<file path="config.mk">
export PLATFORM = sky130hd
export DESIGN_NAME = i2c_bus_arbiter
export DESIGN_NICKNAME = d
export VERILOG_FILES = /design/src/rtl/i2c_bus_arbiter.sv
export SDC_FILE = /design/constraint.sdc
export NUM_CORES = 1
export LEC_CHECK = 0
export ABC_AREA = 1
export ABC_CLOCK_PERIOD_IN_PS = 2650
export CAP_MARGIN = 10
export CORE_MARGIN = 4
export CORE_UTILIZATION = 33
export CTS_CLUSTER_SIZE = 14
export DETAILED_ROUTE_END_ITERATION = 12
export GPL_TIMING_DRIVEN = 0
export PLACE_DENSITY_LB_ADDON = 0.2
export SLEW_MARGIN = 10
export SYNTH_ARGS = -nofsm -noshare
export SYNTH_HDL_FRONTEND = slang
export SYNTH_SLANG_ARGS = --single-unit
</file>
<file path="constraint.sdc">
create_clock -name clk -period 2.65 [get_ports clk]
set_input_delay 0.3975 -clock clk [delete_from_list [all_inputs] [get_ports clk]]
set_output_delay 0.3975 -clock clk [all_outputs]
set_load 0.01 [all_outputs]
</file>
<file path="src/rtl/i2c_bus_arbiter.sv">
// Round-robin arbiter sharing one I2C driver between the altimeter (0) and IMU (1) controllers.
// Optional grant-hold timeout is built only when I2C_ARB_TIMEOUT_EN is defined.
module i2c_bus_arbiter #(
    parameter int GUARD_CYCLES = 4,
    parameter int HOLD_MAX     = 2000000,
    parameter int HOLD_W       = 21
) (
    input  logic        clk,
    input  logic        rst_n,
    input  logic [1:0]  req,
    output logic [1:0]  gnt,
    input  logic [1:0]  m_ena,
    input  logic [1:0]  m_rw,
    input  logic [15:0] m_data_wr,
    input  logic [1:0]  m_start,
    input  logic [1:0]  m_stop,
    input  logic [1:0]  m_rstart,
    output logic [15:0] m_data_rd,
    output logic [1:0]  m_busy,
    output logic [1:0]  m_ready,
    output logic [1:0]  m_ack_err,
    output logic        drv_ena,
    output logic        drv_rw,
    output logic        drv_start,
    output logic        drv_stop,
    output logic        drv_rstart,
    output logic [7:0]  drv_data_wr,
    input  logic [7:0]  drv_data_rd,
    input  logic        drv_busy,
    input  logic        drv_ready,
    input  logic        drv_ack_err,
    output logic        timeout
);
    // state   | meaning
    // IDLE    | bus free, pick a winner from pending requests
    // GRANT   | one requester owns the driver
    // RELEASE | grant dropped, waiting for the driver to go idle
    // GUARD   | counting GUARD_CYCLES consecutive idle cycles before regrant
    typedef enum logic [1:0] {IDLE, GRANT, RELEASE, GUARD} state_t;

    localparam int GW = $clog2(GUARD_CYCLES + 1);

    if (HOLD_W < 1 || (64'd1 << HOLD_W) <= 64'(HOLD_MAX)) begin : g_hold_w_check
        $error("HOLD_W too narrow for HOLD_MAX");
    end

    state_t        state;
    logic          last;
    logic [GW-1:0] guard_cnt;
    logic [1:0]    cand;
    logic          win;
    logic          stop_pulse;
    logic [1:0]    blocked;

`ifdef I2C_ARB_TIMEOUT_EN
    logic [HOLD_W-1:0] hold_cnt;
`else
    assign stop_pulse = 1'b0;
    assign blocked    = 2'b00;
    assign timeout    = 1'b0;
`endif

    // A revoked requester stays masked until it drops its request.
    assign cand = req & ~blocked;

    always_comb begin
        win = cand[1];
        if (cand == 2'b11) win = ~last;
    end

    always_ff @(posedge clk or negedge rst_n) begin
        if (!rst_n) begin
            state     <= IDLE;
            gnt       <= 2'b00;
            last      <= 1'b1;
            guard_cnt <= '0;
`ifdef I2C_ARB_TIMEOUT_EN
            hold_cnt   <= '0;
            timeout    <= 1'b0;
            stop_pulse <= 1'b0;
            blocked    <= 2'b00;
`endif
        end else begin
`ifdef I2C_ARB_TIMEOUT_EN
            stop_pulse <= 1'b0;
            blocked    <= blocked & req;
`endif
            case (state)
                IDLE: begin
                    if (|cand) begin
                        gnt   <= win ? 2'b10 : 2'b01;
                        last  <= win;
                        state <= GRANT;
`ifdef I2C_ARB_TIMEOUT_EN
                        hold_cnt <= '0;
`endif
                    end
                end
                GRANT: begin
                    if (!(|(req & gnt))) begin
                        gnt   <= 2'b00;
                        state <= RELEASE;
                    end
`ifdef I2C_ARB_TIMEOUT_EN
                    else if (hold_cnt == HOLD_W'(HOLD_MAX - 1)) begin
                        gnt        <= 2'b00;
                        stop_pulse <= 1'b1;
                        timeout    <= 1'b1;
                        blocked    <= (blocked & req) | gnt;
                        state      <= RELEASE;
                    end else begin
                        hold_cnt <= hold_cnt + 1'b1;
                    end
`endif
                end
                RELEASE: begin
                    if (!drv_busy) begin
                        guard_cnt <= '0;
                        state     <= GUARD;
                    end
                end
                GUARD: begin
                    if (drv_busy) guard_cnt <= '0;
                    else if (guard_cnt == GW'(GUARD_CYCLES - 1)) state <= IDLE;
                    else guard_cnt <= guard_cnt + 1'b1;
                end
                default: state <= IDLE;
            endcase
        end
    end

    // Command mux and status demux follow the registered grant only.
    always_comb begin
        drv_ena     = 1'b0;
        drv_rw      = 1'b0;
        drv_start   = 1'b0;
        drv_stop    = stop_pulse;
        drv_rstart  = 1'b0;
        drv_data_wr = 8'h00;
        m_busy      = 2'b11;
        m_ready     = 2'b00;
        m_ack_err   = 2'b00;
        m_data_rd   = 16'h0000;
        if (gnt[0]) begin
            drv_ena         = m_ena[0];
            drv_rw          = m_rw[0];
            drv_start       = m_start[0];
            drv_stop        = m_stop[0];
            drv_rstart      = m_rstart[0];
            drv_data_wr     = m_data_wr[7:0];
            m_busy[0]       = drv_busy;
            m_ready[0]      = drv_ready;
            m_ack_err[0]    = drv_ack_err;
            m_data_rd[7:0]  = drv_data_rd;
        end else if (gnt[1]) begin
            drv_ena         = m_ena[1];
            drv_rw          = m_rw[1];
            drv_start       = m_start[1];
            drv_stop        = m_stop[1];
            drv_rstart      = m_rstart[1];
            drv_data_wr     = m_data_wr[15:8];
            m_busy[1]       = drv_busy;
            m_ready[1]      = drv_ready;
            m_ack_err[1]    = drv_ack_err;
            m_data_rd[15:8] = drv_data_rd;
        end
    end
endmodule

</file>
==> results of run 1 <==
==> through the flow <==
| stage | util (%) | setup WS, ps |
|---|---|---|
| 4_1_cts | 68.0 | 428 |
| 3_3_place_gp | 67.0 | 650 |
| 2_1_floorplan | - | 1240 |
| 5_1_grt | 68.0 | 334 |
| 3_5_place_dp | 67.0 | 657 |
| 6_report | 68.0 | 456 |
==> cell usage after synthesis <==
library cell | number | area [sq um]
nand2_1 | 46 | 173
inv_1 | 21 | 78.8
a22o_1 | 13 | 114
nor2_1 | 11 | 41.3
dfrtp_1 | 7 | 175
ha_1 | 7 | 87.6
o21ai_0 | 5 | 25.0
buf_2 | 4 | 20.0
nand2_2 | 3 | 18.8
nand4_1 | 3 | 18.8
buf_4 | 2 | 15.0
inv_2 | 2 | 7.51
o21ai_1 | 2 | 10.0
or2_2 | 2 | 12.5
a21boi_1 | 1 | 7.51
buf_6 | 1 | 11.3
conb_1 | 1 | 3.75
dfstp_2 | 1 | 26.3
nor3_1 | 1 | 5.00
==> cells in the final DEF (no fill, tap or decap) <==
cell	n
clkdlybuf4s50_1	77
nand4_1	3
or2_2	2
dfrtp_1	7
nand2_1	46
clkbuf_1	1
o21ai_0	5
inv_1	21
inv_2	2
conb_1	1
dfstp_2	1
a21boi_1	1
nor2_1	11
ha_1	7
a22o_1	13
nor3_1	1
buf_4	2
buf_6	1
buf_2	4
nand2_2	3
o21ai_1	2
clkbuf_4	3
==> final timing paths <==
check / slack (ps) / to / from / cells after the start
hold / removal: 410 / state[0]$_DFFE_PN0P_ / rst_n / 1
setup reg to reg: 1290 / guard_cnt[1]$_DFFE_PN0P_ / guard_cnt[0]$_DFFE_PN0P_ / 6
hold reg to reg: 500 / last$_DFFE_PN1P_ / last$_DFFE_PN1P_ / 2
max in group asynchronous: 1930 / last$_DFFE_PN1P_ / rst_n / 1
setup / recovery: 460 / drv_data_wr[2] / gnt[0]$_DFFE_PN0P_ / 7
min in group clk: 500 / last$_DFFE_PN1P_ / last$_DFFE_PN1P_ / 2
==> registers in the layout, indices dropped and copies added, names as in the netlist <==
register	count
guard_cnt	3
gnt	2
state	2
last	1
==> cells by family after synthesis <==
logic type	Yosys count	share of synthesized area, %
AOI/OAI and AO/OA	21	18.4
buffers and inverters	30	15.6
adders and majority gates	7	10.3
and+or+nand+nor	66	31.6
DFF	8	23.7
other	1	0.441
==> metal layers <==
layer	routed length (microns)	track usage, %	vias to the layer above
li1	-	-	578
met3	308	3.29	6
met2	1500	32.0	51
met4	64	5.18	0
met5	0	0	-
met1	1340	22.5	488
==> layout make-up <==
class / instances / area, sq um / area share [%]
Timing Repair Buffer: 77 / 771 / 45.7
Multi-Input combinational cell: 95 / 517 / 30.7
Sequential cell: 8 / 201 / 12.0
Inverter: 23 / 86.3 / 5.12
Buffer: 7 / 46.3 / 2.75
Tap cell: 30 / 37.5 / 2.23
Clock buffer: 4 / 26.3 / 1.56
==> worst max-delay path: stages, from the launching register on <==
cell and delay (ps):
dfrtp_1 370, buf_4 170, inv_2 50, nand2_2 40
inv_2 100, buf_6 150, a22o_1 130, clkdlybuf4s50_1 530
==> report_power, final <==
part / internal [W] / switching, W
Clock: 0.0000576 / 0.0000413
Sequential: 0.000181 / 0.0000395
Combinational: 0.000560 / 0.000523
Total: 0.000798 / 0.000604
==> results by group, run 1 <==
Setup path
  • Crit path DAT: ~1800 ps
  • Crit start category: flip-flop
  • Worst endpoint required time: 2250 ps
  • CP Capture Type: output port
  • Crit Path Category: flip-flop to output port
  • Max FO, Critical Path: 10

Yosys
  • Synth Cell Area: around 850 sq um
  • Gate Count Post-Synth: 133
  • #FFs+latches synth: 8
  • Post-synthesis sequential area ratio: 23.7%
  • Yosys synthesis warning count: 0
  • Post-synth cell types: 19
  • Avg Cell Area, Syn: between 6 and 7 sq um
  • Synth Net Count: 181

Pwr
  • Power Density: about 830 mW/mm^2
  • Worst vdd ir: between 0.0005 and 0.0006 V
  • P_leak: between 0.8 and 0.9 nW
  • Total Power: between 0.001 and 0.0015 W

STA
  • Clock period minus worst slack: 2190 ps
  • Fin. Hold Viols: 0
  • Achievable Freq: roughly 460 MHz
  • Fin Clk Skew: ~8.4 ps
  • Hold_ws: 414 ps
  • Finish-stage setup viols: 0
  • Crit share post-route: 82.8%
  • Setup TNS: 0 ps
  • Unrepaired setup endpoints after global routing: no
  • Final slew viol count: 0

GRT
  • Initial antenna violation count: 0
  • Total track usage: between 10% and 20%
  • GR Overflow Total: 0
  • First-pass GRT wire length: 4.90 mm
  • Largest net degree at the start of global routing: 11
  • Vias in the first global route: around 1,000

Clock network
  • Total setup buffers inserted after CTS: 0
  • Clock-pin slew on the worst setup and hold paths: approximately 60 ps
  • CTS resizes: 0
  • Inserted Clock Buffers: 3
  • H-tree depth: 1
  • Clk buf depth: 2
  • Sink Count: 8
  • CTS tree: built
  • Hold_buf cts: 0
  • Root buf cell: clkbuf_4
  • Worst skew pair latency: around 260 ps

Layout
  • ANT cells: 0
  • Filler cells: between 200 and 250
  • Nets: ~260
  • Layout area overhead: 98.1%
  • Share of cells above drive strength 1: roughly 8.4%
  • Final Cell Area: ~0.0017 sq mm
  • Final non-filler cell total: 244

Routing
  • Total number of vias: roughly 1,100
  • WL/cell: 13.2 microns
  • DRT Pass-1 Iters: 4
  • DRC: 0
  • DR vias/cell: between 4 and 5
  • Antenna Violating Nets Remaining: 0
  • Starting DRT DRC Count: 31
  • WL final: roughly 3.2 mm

Placement
  • DP Wirelength: approximately 2.8 mm
  • GPL Wtd Cong: just under 0.9
  • Placed cells: 240
  • Port buffer count: 77
  • Placed Instance Area: between 0.0015 and 0.002 sq mm

Die
  • Chip width: 58.8 microns
  • I/O Pins: 79
  • Die ar.: around 0.0035 sq mm
  • Die height: slightly below 60 microns
  • Starting density of the core: roughly a third
  • Row count: 18
  • Core area: around 0.0025 sq mm

Hold path
  • HP Class: primary input to async pin

Outcome
  • Status: completed

Run
  • Max-Cap Viols: 0
Power figures use the tool's default switching activity.
==> run 2: changes to the inputs <==
Settings changed: ABC_CLOCK_PERIOD_IN_PS 2650 to 2080, CORE_UTILIZATION 33 to 30.
Clock period 2.65 ns to 2.08 ns, I/O delays scaled along.
==> run 2 against run 1 <==
Non-clock buffer count unchanged; total power up 25%; cell count increased by 0.41%; global-route usage decreased by 1.0 points; critical endpoint is now m_data_rd[9]; core utilization decreased by 6.1 points; count of clock-buffer cells in the layout is the same; first-iteration DRC count up 55%; worst setup slack got worse by 370 ps; register-to-register slack lost 570 ps; critical path type unchanged; cell area is 0.45% higher; clock skew decreased by 8.2 ps; largest cell class unchanged; die area up 8.6%.
==> results by group, run 2 (synthesis gave the netlist of run 1 again) <==
Layout
  • ANT cells: 0 (unchanged)
  • Multi-input logic area: 517 sq um (unchanged)
  • Filler cells: 254 (+12%)
  • Max FFs per register: 3 (unchanged)
  • Final non-filler cell total: 245 (+0.41%)
  • Leading cell type in the layout, fill and taps excluded: clkdlybuf4s50_1
  • Top Registers: guard_cnt x3, gnt x2, state x2
  • Layout area overhead: 99.0%
  • Most frequent cells in the layout: 64 x clkdlybuf4s50_1, 46 x nand2_1, 21 x inv_1, 13 x a22o_1, 11 x nor2_1
  • Share of cells above drive strength 1: 8.41% (unchanged)
  • Register area: 201 sq um (unchanged)
  • Nets: 263 (unchanged)
  • Register bank with the most flops: guard_cnt
  • Final Cell Area: 0.00169 sq mm (+0.45%)

STA
  • Hold_ws: 324 ps (-89.9 ps)
  • Achievable Freq: roughly 500 MHz
  • Setup TNS: 0 ps (unchanged)
  • Fin. Hold Viols: 0 (unchanged)
  • Final worst slack: 85.9 ps (-370 ps)
  • Unrepaired setup endpoints after global routing: no
  • Clock period minus worst slack: approximately 2000 ps
  • Fin Clk Skew: 0.232 ps (-8.19 ps)
  • Final slew viol count: 0 (unchanged)
  • Finish-stage setup viols: 0 (unchanged)
  • Crit share post-route: between 90% and 100%

Routing
  • WL/cell: 13.4 microns (+2.0%)
  • WL met3: 417 microns (+35%)
  • WL final: 3.29 mm (+2.4%)
  • DRT Pass-1 Iters: 4 (unchanged)
  • DRC: 0 (unchanged)
  • DR vias/cell: 4.61 (+0.12%)
  • Met2 WL: 1.42 mm (-4.9%)
  • M1 WL: 1.34 mm (-0.37%)
  • Total number of vias: 1,129 (+0.53%)
  • Antenna Violating Nets Remaining: 0 (unchanged)
  • Top sig layer: met4
  • Starting DRT DRC Count: 48 (+55%)

Clock network
  • Hold_buf cts: 0 (unchanged)
  • Clock-pin slew on the worst setup and hold paths: 60 ps (about the same)
  • H-tree depth: 1 (unchanged)
  • Worst skew pair latency: 260 ps (about the same)
  • Sink Count: 8 (unchanged)
  • Root buf cell: clkbuf_4
  • CTS tree: built
  • Clk buf depth: 2 (unchanged)
  • Inserted Clock Buffers: 3 (unchanged)

GRT
  • First-pass GRT wire length: 4.69 mm (-4.4%)
  • Initial antenna violation count: 0 (unchanged)
  • GR Overflow Total: 0 (unchanged)
  • Vias in the first global route: 1,009 (-3.5%)
  • Largest net degree at the start of global routing: 11 (unchanged)
  • Total track usage: 17.2% (-1.0 points)

Placement
  • DP Wirelength: 2.81 mm (-0.31%)
  • Placed cells: 241 (+0.42%)
  • Worst slack at placement: 222 ps (-435 ps)
  • Placed Instance Area: 0.00166 sq mm (about the same)
  • GPL Wtd Cong: 0.822 (-5.8%)
  • Port buffer count: 77 (unchanged)

Setup path
  • Worst endpoint required time: 1770 ps (-480 ps)
  • CP Buf/Inv Count: 3 (-2)
  • Crit start category: flip-flop
  • R2r setup slk: 720 ps (-570 ps)
  • Slowest stage cell, crit path: clkdlybuf4s50_1
  • Max FO, Critical Path: 10 (unchanged)
  • Critical Path, Cell by Cell: buf_4 > buf_2 > nor2_1 > clkdlybuf4s50_1
  • Max incr delay on CP: 550 ps (+20 ps)
  • Crit Path Category: flip-flop to output port
  • CP Capture Type: output port
  • Crit-path leading delay family: buffers and inverters
  • Crit path DAT: 1680 ps (-120 ps)

Pwr
  • P_leak: 0.911 nW (+9.5%)
  • Clock power frac: 7.7% (+0.6 points)
  • Net Sw Power: 0.000771 W (+28%)
  • Power Density: 1030 mW/mm^2 (+24%)
  • Reg power frac: 16.1% (+0.4 points)
  • P_int: 0.000976 W (+22%)
  • Net Sw Frac: 44.1% (+1.1 points)
  • Combinational power share: 76.3% (-0.9 points)
  • Worst vdd ir: 0.000702 V (+33%)

Hold path
  • HP Class: primary input to async pin

Die
  • Die height: 61.3 microns (+4.2%)
  • Starting density of the core: 31.1% (-3.2 points)
  • Core area: 0.00273 sq mm (+10%)
  • Chip width: 61.3 microns (+4.2%)
  • Row count: 19 (+1)
  • Die ar.: 0.00375 sq mm (+8.6%)
  • I/O Pins: 79 (unchanged)

Outcome
  • Status: completed

Run
  • Max-Cap Viols: 0 (unchanged)
run 2: cell count changes in the layout (fill, tap and decap cells not counted), sizes merged:
| cell | delta |
|---|---|
| clkdlybuf4s50 | -13 |
| buf | -3 |
| dlygate4sd2 | +9 |
| dlymetal6s2s | +4 |
| clkbuf | +3 |
run 2: through the flow:
step | utilization, % | power (W)
after floorplan | - | 0.00102
after detailed placement | 60.7 | 0.00167
final | 61.9 | 0.00175
after CTS | 61.3 | 0.00177
after global routing | 61.9 | 0.00194
after global placement | 60.7 | 0.00162
run 2: layout make-up:
type,instances,share of cell area (%)
plain buffers,7,3.18
flip-flops and latches,8,11.9
well taps,31,2.29
inverters,23,5.10
clock buffers,4,1.55
multi-input cells,95,30.5
repair buffers,77,45.5
run 2: timing repair:
action,CTS,global route
buffers inserted,0,0
endpoints found under the setup margin,9,8
pin swaps,0,0
hold endpoints to repair,0,0
gates resized for setup,9,7
run 2: power groups by stage:
stage	Sequential (W)	Combinational [W]	Clock, W
floorplan	0.000282	0.000743	0
global placement	0.000277	0.00135	0
detailed placement	0.000284	0.00139	0
CTS	0.000281	0.00134	0.000145
global route	0.000290	0.00150	0.000150
finish	0.000281	0.00133	0.000134
run 2: routing by layer:
layer | global-route usage, % | vias to the layer above
li1 | - | 575
met4 | 9.60 | 0
met1 | 20.9 | 487
met3 | 4.40 | 9
met5 | 0 | -
met2 | 27.5 | 58
run 2: final timing paths:
| path | cells past startpoint | endpoint | from |
|---|---|---|---|
| setup / recovery | 4 | m_data_rd[9] | gnt[0]$_DFFE_PN0P_ |
| hold / removal | 1 | guard_cnt[0]$_DFFE_PN0P_ | rst_n |
| setup reg to reg | 6 | guard_cnt[0]$_DFFE_PN0P_ | guard_cnt[0]$_DFFE_PN0P_ |
| hold reg to reg | 2 | last$_DFFE_PN1P_ | last$_DFFE_PN1P_ |
| max in group asynchronous | 1 | last$_DFFE_PN1P_ | rst_n |
| min in group clk | 2 | last$_DFFE_PN1P_ | last$_DFFE_PN1P_ |
==> run 3: changes to the inputs <==
Settings changed: HOLD_SLACK_MARGIN from default to 0.03.
==> results of run 3 <==
No change in the layout: final DEF, timing and power equal those of run 2.
